## config.mk

```make
export PLATFORM = sky130hd
export DESIGN_NAME = rx_store_fifo
export DESIGN_NICKNAME = d
export VERILOG_FILES = /design/src/rtl/axi_rx_pkg.sv /design/src/rtl/sync_fifo_mem.sv /design/src/rtl/rx_store_fifo.sv
export SDC_FILE = /design/constraint.sdc
export NUM_CORES = 1
export LEC_CHECK = 0
export CAP_MARGIN = 0
export CORE_ASPECT_RATIO = 0.5
export CORE_MARGIN = 2
export CORE_UTILIZATION = 45
export CTS_CLUSTER_SIZE = 10
export DETAILED_ROUTE_END_ITERATION = 16
export DONT_BUFFER_PORTS = 1
export SETUP_SLACK_MARGIN = 0.4
export SLEW_MARGIN = 20
export SYNTH_ARGS = -nofsm -noshare
export SYNTH_HDL_FRONTEND = slang
export SYNTH_SLANG_ARGS = --single-unit
export TNS_END_PERCENT = 30
```

## constraint.sdc

```tcl
create_clock -name ACLK -period 2.6 [get_ports ACLK]
set_input_delay 0 -clock ACLK [delete_from_list [all_inputs] [get_ports ACLK]]
set_output_delay 0 -clock ACLK [all_outputs]
set_load 0.005 [all_outputs]
```

## src/rtl/axi_rx_pkg.sv

```systemverilog
// Shared types and default sizes for the RX storage path.
// The FSM state encoding is kept here so the debug port and benches agree on it.
package axi_rx_pkg;

    localparam int RX_WIDTH_DEF = 8;
    localparam int RX_DEPTH_DEF = 4;

    typedef enum logic [1:0] {
        IDLE  = 2'd0,
        ACK   = 2'd1,
        CLR   = 2'd2,
        BLOCK = 2'd3
    } rx_store_state_t;

endpackage

```

## src/rtl/sync_fifo_mem.sv

```systemverilog
// Register-array storage for the RX FIFO.
// Writes land on the rising edge; the read port is combinational for first-word-fall-through.
module sync_fifo_mem #(
    parameter int WIDTH = 8,
    parameter int DEPTH = 4,
    localparam int AW = $clog2(DEPTH)
) (
    input  logic             clk,
    input  logic             we,
    input  logic [AW-1:0]    waddr,
    input  logic [WIDTH-1:0] wdata,
    input  logic [AW-1:0]    raddr,
    output logic [WIDTH-1:0] rdata
);

    logic [WIDTH-1:0] mem_q [DEPTH];

    // Contents are deliberately not reset; occupancy tracking makes stale data invisible.
    always_ff @(posedge clk) begin
        if (we) begin
            mem_q[waddr] <= wdata;
        end
    end

    assign rdata = mem_q[raddr];

endmodule

```

## src/rtl/rx_store_fifo.sv

```systemverilog
// Stores beats latched by RX_channel into a FWFT FIFO and paces RX_channel through rx_hold.
// A beat is taken from IDLE or BLOCK only; ACK then CLR follow every write.
module rx_store_fifo
    import axi_rx_pkg::*;
#(
    parameter int WIDTH = RX_WIDTH_DEF,
    parameter int DEPTH = RX_DEPTH_DEF,
    localparam int AW = $clog2(DEPTH)
) (
    input  logic             ACLK,
    input  logic             ARESETn,
    input  logic [WIDTH-1:0] rx_data,
    input  logic             rx_new_data,
    output logic             rx_hold,
    output logic [WIDTH-1:0] out_data,
    output logic             out_valid,
    input  logic             out_ready,
    output logic [AW:0]      count,
    output logic             full,
    output logic [1:0]       dbg_state
);

    localparam logic [AW:0] FULL_CNT = (AW + 1)'(DEPTH);

    rx_store_state_t state_q, state_d;
    logic            rx_hold_q, rx_hold_d;
    logic [AW-1:0]   wr_ptr_q, wr_ptr_d;
    logic [AW-1:0]   rd_ptr_q, rd_ptr_d;
    logic [AW:0]     count_q, count_d;
    logic            full_w;
    logic            push;
    logic            pop;

    assign full_w = (count_q == FULL_CNT);

    always_comb begin
        state_d   = state_q;
        rx_hold_d = rx_hold_q;
        push      = 1'b0;
        case (state_q)
            IDLE: begin
                if (full_w) begin
                    state_d   = BLOCK;
                    rx_hold_d = 1'b1;
                end else if (rx_new_data) begin
                    push      = 1'b1;
                    state_d   = ACK;
                    rx_hold_d = 1'b1;
                end else begin
                    rx_hold_d = 1'b0;
                end
            end
            // Falling rx_hold after ACK is RX_channel's clear strobe.
            ACK: begin
                state_d   = CLR;
                rx_hold_d = 1'b0;
            end
            // rx_new_data may still show the beat just stored, so it is ignored here.
            CLR: begin
                state_d   = IDLE;
                rx_hold_d = 1'b0;
            end
            BLOCK: begin
                if (!full_w && rx_new_data) begin
                    push      = 1'b1;
                    state_d   = ACK;
                    rx_hold_d = 1'b1;
                end else if (!full_w) begin
                    state_d   = CLR;
                    rx_hold_d = 1'b0;
                end else begin
                    rx_hold_d = 1'b1;
                end
            end
            default: begin
                state_d   = IDLE;
                rx_hold_d = 1'b0;
            end
        endcase
    end

    // Pop handshake: the head is consumed on any edge where out_valid and out_ready
    // are both high; out_valid never depends on out_ready, and out_ready while empty is ignored.
    assign pop = (count_q != '0) && out_ready;

    always_comb begin
        wr_ptr_d = wr_ptr_q;
        rd_ptr_d = rd_ptr_q;
        count_d  = count_q;
        if (push) begin
            wr_ptr_d = wr_ptr_q + AW'(1);
        end
        if (pop) begin
            rd_ptr_d = rd_ptr_q + AW'(1);
        end
        case ({push, pop})
            2'b10:   count_d = count_q + (AW + 1)'(1);
            2'b01:   count_d = count_q - (AW + 1)'(1);
            default: count_d = count_q;
        endcase
    end

    always_ff @(posedge ACLK or negedge ARESETn) begin
        if (!ARESETn) begin
            state_q   <= IDLE;
            rx_hold_q <= 1'b0;
            wr_ptr_q  <= '0;
            rd_ptr_q  <= '0;
            count_q   <= '0;
        end else begin
            state_q   <= state_d;
            rx_hold_q <= rx_hold_d;
            wr_ptr_q  <= wr_ptr_d;
            rd_ptr_q  <= rd_ptr_d;
            count_q   <= count_d;
        end
    end

    sync_fifo_mem #(
        .WIDTH(WIDTH),
        .DEPTH(DEPTH)
    ) u_mem (
        .clk  (ACLK),
        .we   (push),
        .waddr(wr_ptr_q),
        .wdata(rx_data),
        .raddr(rd_ptr_q),
        .rdata(out_data)
    );

    assign rx_hold   = rx_hold_q;
    assign out_valid = (count_q != '0);
    assign count     = count_q;
    assign full      = full_w;
    assign dbg_state = state_q;

endmodule
```

Word level (Yosys, flattened, before mapping). Memory sizes are Yosys's and may differ from the RTL's. Index checks and enable logic that the tools add are counted.

Word-level logic and storage cells: 42. RAM bits: 32. Bits in latches: 0. Register bits after elaboration: 10. Bits in read-only memories: 0. Memories kept: 1. Output and inout port bits: 16.

Memories: u_mem.mem_q (depth 4, bits a word 8, rd ports 1, clocked after memory_dff 0, write ports 1, line sync_fifo_mem.sv:16) `logic [WIDTH-1:0] mem_q [DEPTH];`.

Multiply operators: 0. Bitwise operators: 0. Multiplexer cells: 16. Divide/modulo/power cells: 0. Shift operators: 0. Reduce and logical (&&, ||, !) cells: 8. Equal/unequal tests: 8. Magnitude comparators: 0. Add/sub/neg operators: 4.

Operator list (count): $mux W1 (8); $mux W2 (4); $pmux W2 S4 (1); $eq A2 B2 Y1 const B (3); $ne A3 B3 Y1 const B (2); $pmux W3 S2 (1); $add A2 B1 Y2 const B (2); $eq A2 B1 Y1 const B (2); $add A3 B1 Y3 const B (1); $eq A3 B3 Y1 const B (1); $pmux W1 S3 (1); $reduce_bool A3 Y1 (1); $sub A3 B1 Y3 const B (1); $logic_and A1 B1 Y1 (2); $logic_not A2 Y1 (1); $pmux W1 S2 (1); $reduce_and A2 Y1 (1); $reduce_bool A2 Y1 (1); $reduce_or A2 Y1 (1); $logic_not A1 Y1 (1).

Longest topological paths before layout.
Depth in word-level cells: 7. Gate-level depth with buffers: 11.

Hierarchy. Synthesis repeated with hierarchy kept, for this count alone.

Cell total of the unflattened synthesis: 97. Area, all modules: 1775.5 um^2.

By module, submodules not included: sync_fifo_mem (times used 1, area an instance 1188.6 um^2, cells an instance 46); rx_store_fifo (times used 1, area an instance 586.8 um^2, cells an instance 51).

Worst setup path after synthesis. No wires, ideal clock.

Path kind: reg-to-reg. From: register state_q[0], in the netlist dbg_state[0]. To: register count_q[2], in the netlist count[2]. Stages on the path, launching flop included: 12. Slack: 0.389 ns. Buffers on the path: 0. Period minus slack after synthesis: 2.211 ns. Arrival time: 2.131 ns. Required time: 2.521 ns. Cells stage by stage: dfrtp_1 -> inv_1 -> ha_1 -> or2_2 -> nor4b_4 -> inv_1 -> ha_1 -> inv_1 -> fa_1 -> xor2_1 -> nor2_1 -> xor2_1.

Cells in the longest elaborated chain, start to end: 4. Elaborated cells on any way between the ends: 7.

Ends and longest elaborated chain: start, declared (line rx_store_fifo.sv:25) `rx_store_state_t state_q, state_d;`; start signal, assigned (line rx_store_fifo.sv:111) `state_q <= state_d;`; $eq A2 B2 Y1 or $logic_not A2 Y1 (tied branches) (line rx_store_fifo.sv:40) `case (state_q)`; $pmux W1 S2 * (line rx_store_fifo.sv:40); $eq A2 B1 Y1 or $eq A2 B2 Y1 (tied branches) (line rx_store_fifo.sv:96) `case ({push, pop})`; $pmux W3 S2 or $reduce_bool A2 Y1 (tied branches); end signal, assigned (line rx_store_fifo.sv:115) `count_q <= count_d;`; end, declared (line rx_store_fifo.sv:29) `logic [AW:0] count_q, count_d;`.

Mark *: on every way between the ends. The rest lies on a longest branch, timed or not. A chain may end at the register's enable or synchronous reset.

Final worst setup path. Same ends and word-level chain as after synthesis.

==> results.ini <==
[layout]
antenna_cells = 0
multi_input_comb_area_sq_um = 577
syn2layout_area_growth_pct = 18.2
nets = 142
drive_above_1_share = 0.311
fillCellCount = 326
post_layout_nonfiller_instances = 176
seq_area_sq_mm = 0.00121

[global_route]
antenna_found_initial = 0
grt_overflow_total = 0
grt_max_degree = 14
grt_usage = 0.140
grt_pass1_vias = 1007
grt_first_pass_wirelength_mm = 4.66

[worst_setup_path]
cp_cell_sequence = inv_2 -> ha_2 -> or2_4 -> nor4b_4 -> inv_1 -> ha_2 -> inv_1 -> fa_2 -> xor2_1 -> nor2_1 -> xor2_1
reg2reg_depth = 11
required_ps = 2820
setup.worst_path.end_class = register
startpoint = dbg_state[0]$_DFFE_PN0P_
reg2reg_to = count[2]$_DFFE_PN0P_
ff2ff_setup_slack_ps = 450
arrival_ps = 2370
endpoint = count[2]$_DFFE_PN0P_
r2r-start = dbg_state[0]$_DFFE_PN0P_
critPathMaxStageDelay_ps = 430
path_max_fanout = 5
cp_slowest_cell = dfrtp_2
critPathKind = reg2reg
start_kind = register

[cts]
cts_root_buffer = clkbuf_8
cts_buffers = 5
clk_pin_slew_ps = 80
cts_tree = yes
cts_sinks = 42
clk_path_buf_depth = 2
h-tree-depth = 2
clkLatencyLatePin_ps = 290

[logic_synthesis]
synthArstFlopShare = 0.238
synth_top_cell_by_area = edfxtp_1
netlist_instances = 100
synth_edf_count = 32
synth_xor_xnor_area_share = 0.0289
synth_compound_area_frac = 0.0289
synth_top_flop_cell = edfxtp_1
synth_area_sq_mm = 0.00182
synth_top_family_by_area = multiplexers
synth.net_count = 121
yosysWarnings = 0
synth-simple-area-share = 0.0681
synthMuxAreaShare = 0.118
synth_seq_cells = 42
ys_types = 27
yosysSeqAreaShare = 0.666
yosys-top-cells-area = edfxtp_1 (53%), dfrtp_1 (14%), mux4_2 (9.9%)
syn_avg_cell_area_sq_um = 18.2
synth_top_area_share = 0.529
synth_fa_ha_area_frac = 0.0661

[sta]
holdWs_ps = 78.8
maxSlewViolCount = 0
rsz0062_at_grt = true
max_freq_ghz = 0.464
finalHoldViolCount = 0
worst_slew_pin_slew_ps = 597
fin_crit_ps = 2150
post-route-period-util = 0.829
finClkSkew_ps = 2.82
fin_tns_setup_ps = 0
relSlewSlack = 0.602
finalSetupViolations = 0

[placement]
dp_cells = 154
dpl.hpwl_mm = 2.01
place_congestion = 0.692
io_buffers = 0

[power_and_ir_drop]
p_comb_frac = 0.319
peakVddDrop_mv = 0.544
leakage_nw = 0.779
p_int_mw = 1.58
switching_power_mw = 0.719
netSwitchingFraction = 0.312
seq_power_share = 0.460
power_density_mw_per_mm2 = 1070
clkPwrFrac = 0.221

[drt]
postRouteAntennaNets = 0
routedWlPerCell_um = 16.6
wl_mm = 2.93
via_count = 904
drt_first_pass_iters = 4
drc_errors = 0
drtIter0Drc = 31
vias_per_cell = 5.14

[die]
die_x_um = 93.9
die-height_um = 48.9
coreArea_sq_mm = 0.00388
start_util = 0.468
die-area_sq_mm = 0.00460
io_pins = 28
num_rows = 16

[status]
status = completed

[run]
drv_cap = 0

[hold_path]
hp-class = in2reg

## worst max-delay path, delay by kind of cell (launching register included)
kind | cells | cell delay, ps
adders and majority gates | 3 | 680
and+or+nand+nor | 3 | 500
DFF | 1 | 430
xor gates and xnor gates | 2 | 300
buffers and inverters | 3 | 170
## power by group through the flow
stage | combinational (mW) | clock, mW | sequential, mW
3_5_place_dp | 0.676 | 0 | 1.07
3_3_place_gp | 0.643 | 0 | 1.06
2_1_floorplan | 0.626 | 0 | 0.965
4_1_cts | 0.715 | 0.522 | 1.06
5_1_grt | 0.808 | 0.546 | 1.09
6_report | 0.735 | 0.509 | 1.06
## stage by stage
| step | worst slack [ps] | cell area [sq um] | power [mW] | util |
|---|---|---|---|---|
| finish | 445 | 2150 | 2.30 | 0.553 |
| floorplan | 413 | 1820 | 1.59 | - |
| CTS | 431 | 2130 | 2.30 | 0.549 |
| global placement | 372 | 1900 | 1.70 | 0.488 |
| detailed placement | 286 | 1900 | 1.75 | 0.488 |
| global route | 291 | 2150 | 2.44 | 0.553 |
## cell usage in the layout (no fill, tap or decap), types with 3 or more instances in the layout
cell type and n:
clkbuf_8 5, xnor2_1 3, ha_2 3, inv_1 7, ha_1 5, edfxtp_1 32
dfrtp_1 8, xor2_1 3, mux4_2 8, and2_2 4, buf_4 5, nor2_1 3
dlygate4sd3_1 11
## per-layer routing
metal	part of all wire	track usage	up-vias
li1	-	-	418
met1	0.43	0.151	456
met2	0.51	0.256	27
met3	0.048	0.0433	3
met4	0.0092	0.0580	0
met5	0	0	-
## registers in the layout (all words and copies together), names as in the netlist
| register | count |
|---|---|
| rx_hold | 1 |
| dbg_state | 2 |
| u_mem.mem_q | 32 |
| wr_ptr_q | 2 |
| count | 3 |
| rd_ptr_q | 2 |
## how the worst min path moves through the flow
stage / start / slack (ps) / to / depth (start not counted)
floorplan: ARESETn / -300 / count[0]$_DFFE_PN0P_ / 0
global placement: ARESETn / -300 / rx_hold$_DFF_PN0_ / 0
detailed placement: ARESETn / -300 / dbg_state[1]$_DFFE_PN0P_ / 0
CTS: rx_new_data / 70 / dbg_state[1]$_DFFE_PN0P_ / 3
global route: rx_new_data / 100 / dbg_state[1]$_DFFE_PN0P_ / 3
finish: rx_new_data / 80 / dbg_state[1]$_DFFE_PN0P_ / 3
## repair_timing
| item | 4_1_cts | 5_1_grt |
|---|---|---|
| hold buffers | 11 | 0 |
| gates resized for setup | 6 | 1 |
| pin swaps | 2 | 1 |
| hold endpoints to repair | 46 | 0 |
| buffers inserted | 1 | 2 |
| endpoints found under the setup margin | 1 | 2 |
## synth_stat cells (all sizes together) (2+ instances only)
master / count
buf: 2
xnor2: 3
dfrtp: 10
nor2: 3
xor2: 3
and2: 4
ha: 8
edfxtp: 32
mux4: 8
mux2i: 2
inv: 9
nor2b: 2
## kinds of logic after synthesis
kind of cell | Yosys count
flip-flops | 42
AND/OR/NAND/NOR | 15
buffers and inverters | 11
multiplexers | 11
adder cells (fa/ha/maj) | 9
AO/OA/AOI/OAI | 6
XOR/XNOR | 6
## layout make-up
| class | instances | share of cell area |
|---|---|---|
| Multi-Input combinational cell | 47 | 0.268 |
| Clock buffer | 6 | 0.0338 |
| Inverter | 9 | 0.0157 |
| Tap cell | 54 | 0.0314 |
| Clock inverter | 2 | 0.0175 |
| Timing Repair Buffer | 16 | 0.0687 |
| Sequential cell | 42 | 0.565 |
Power figures use the tool's default switching activity.
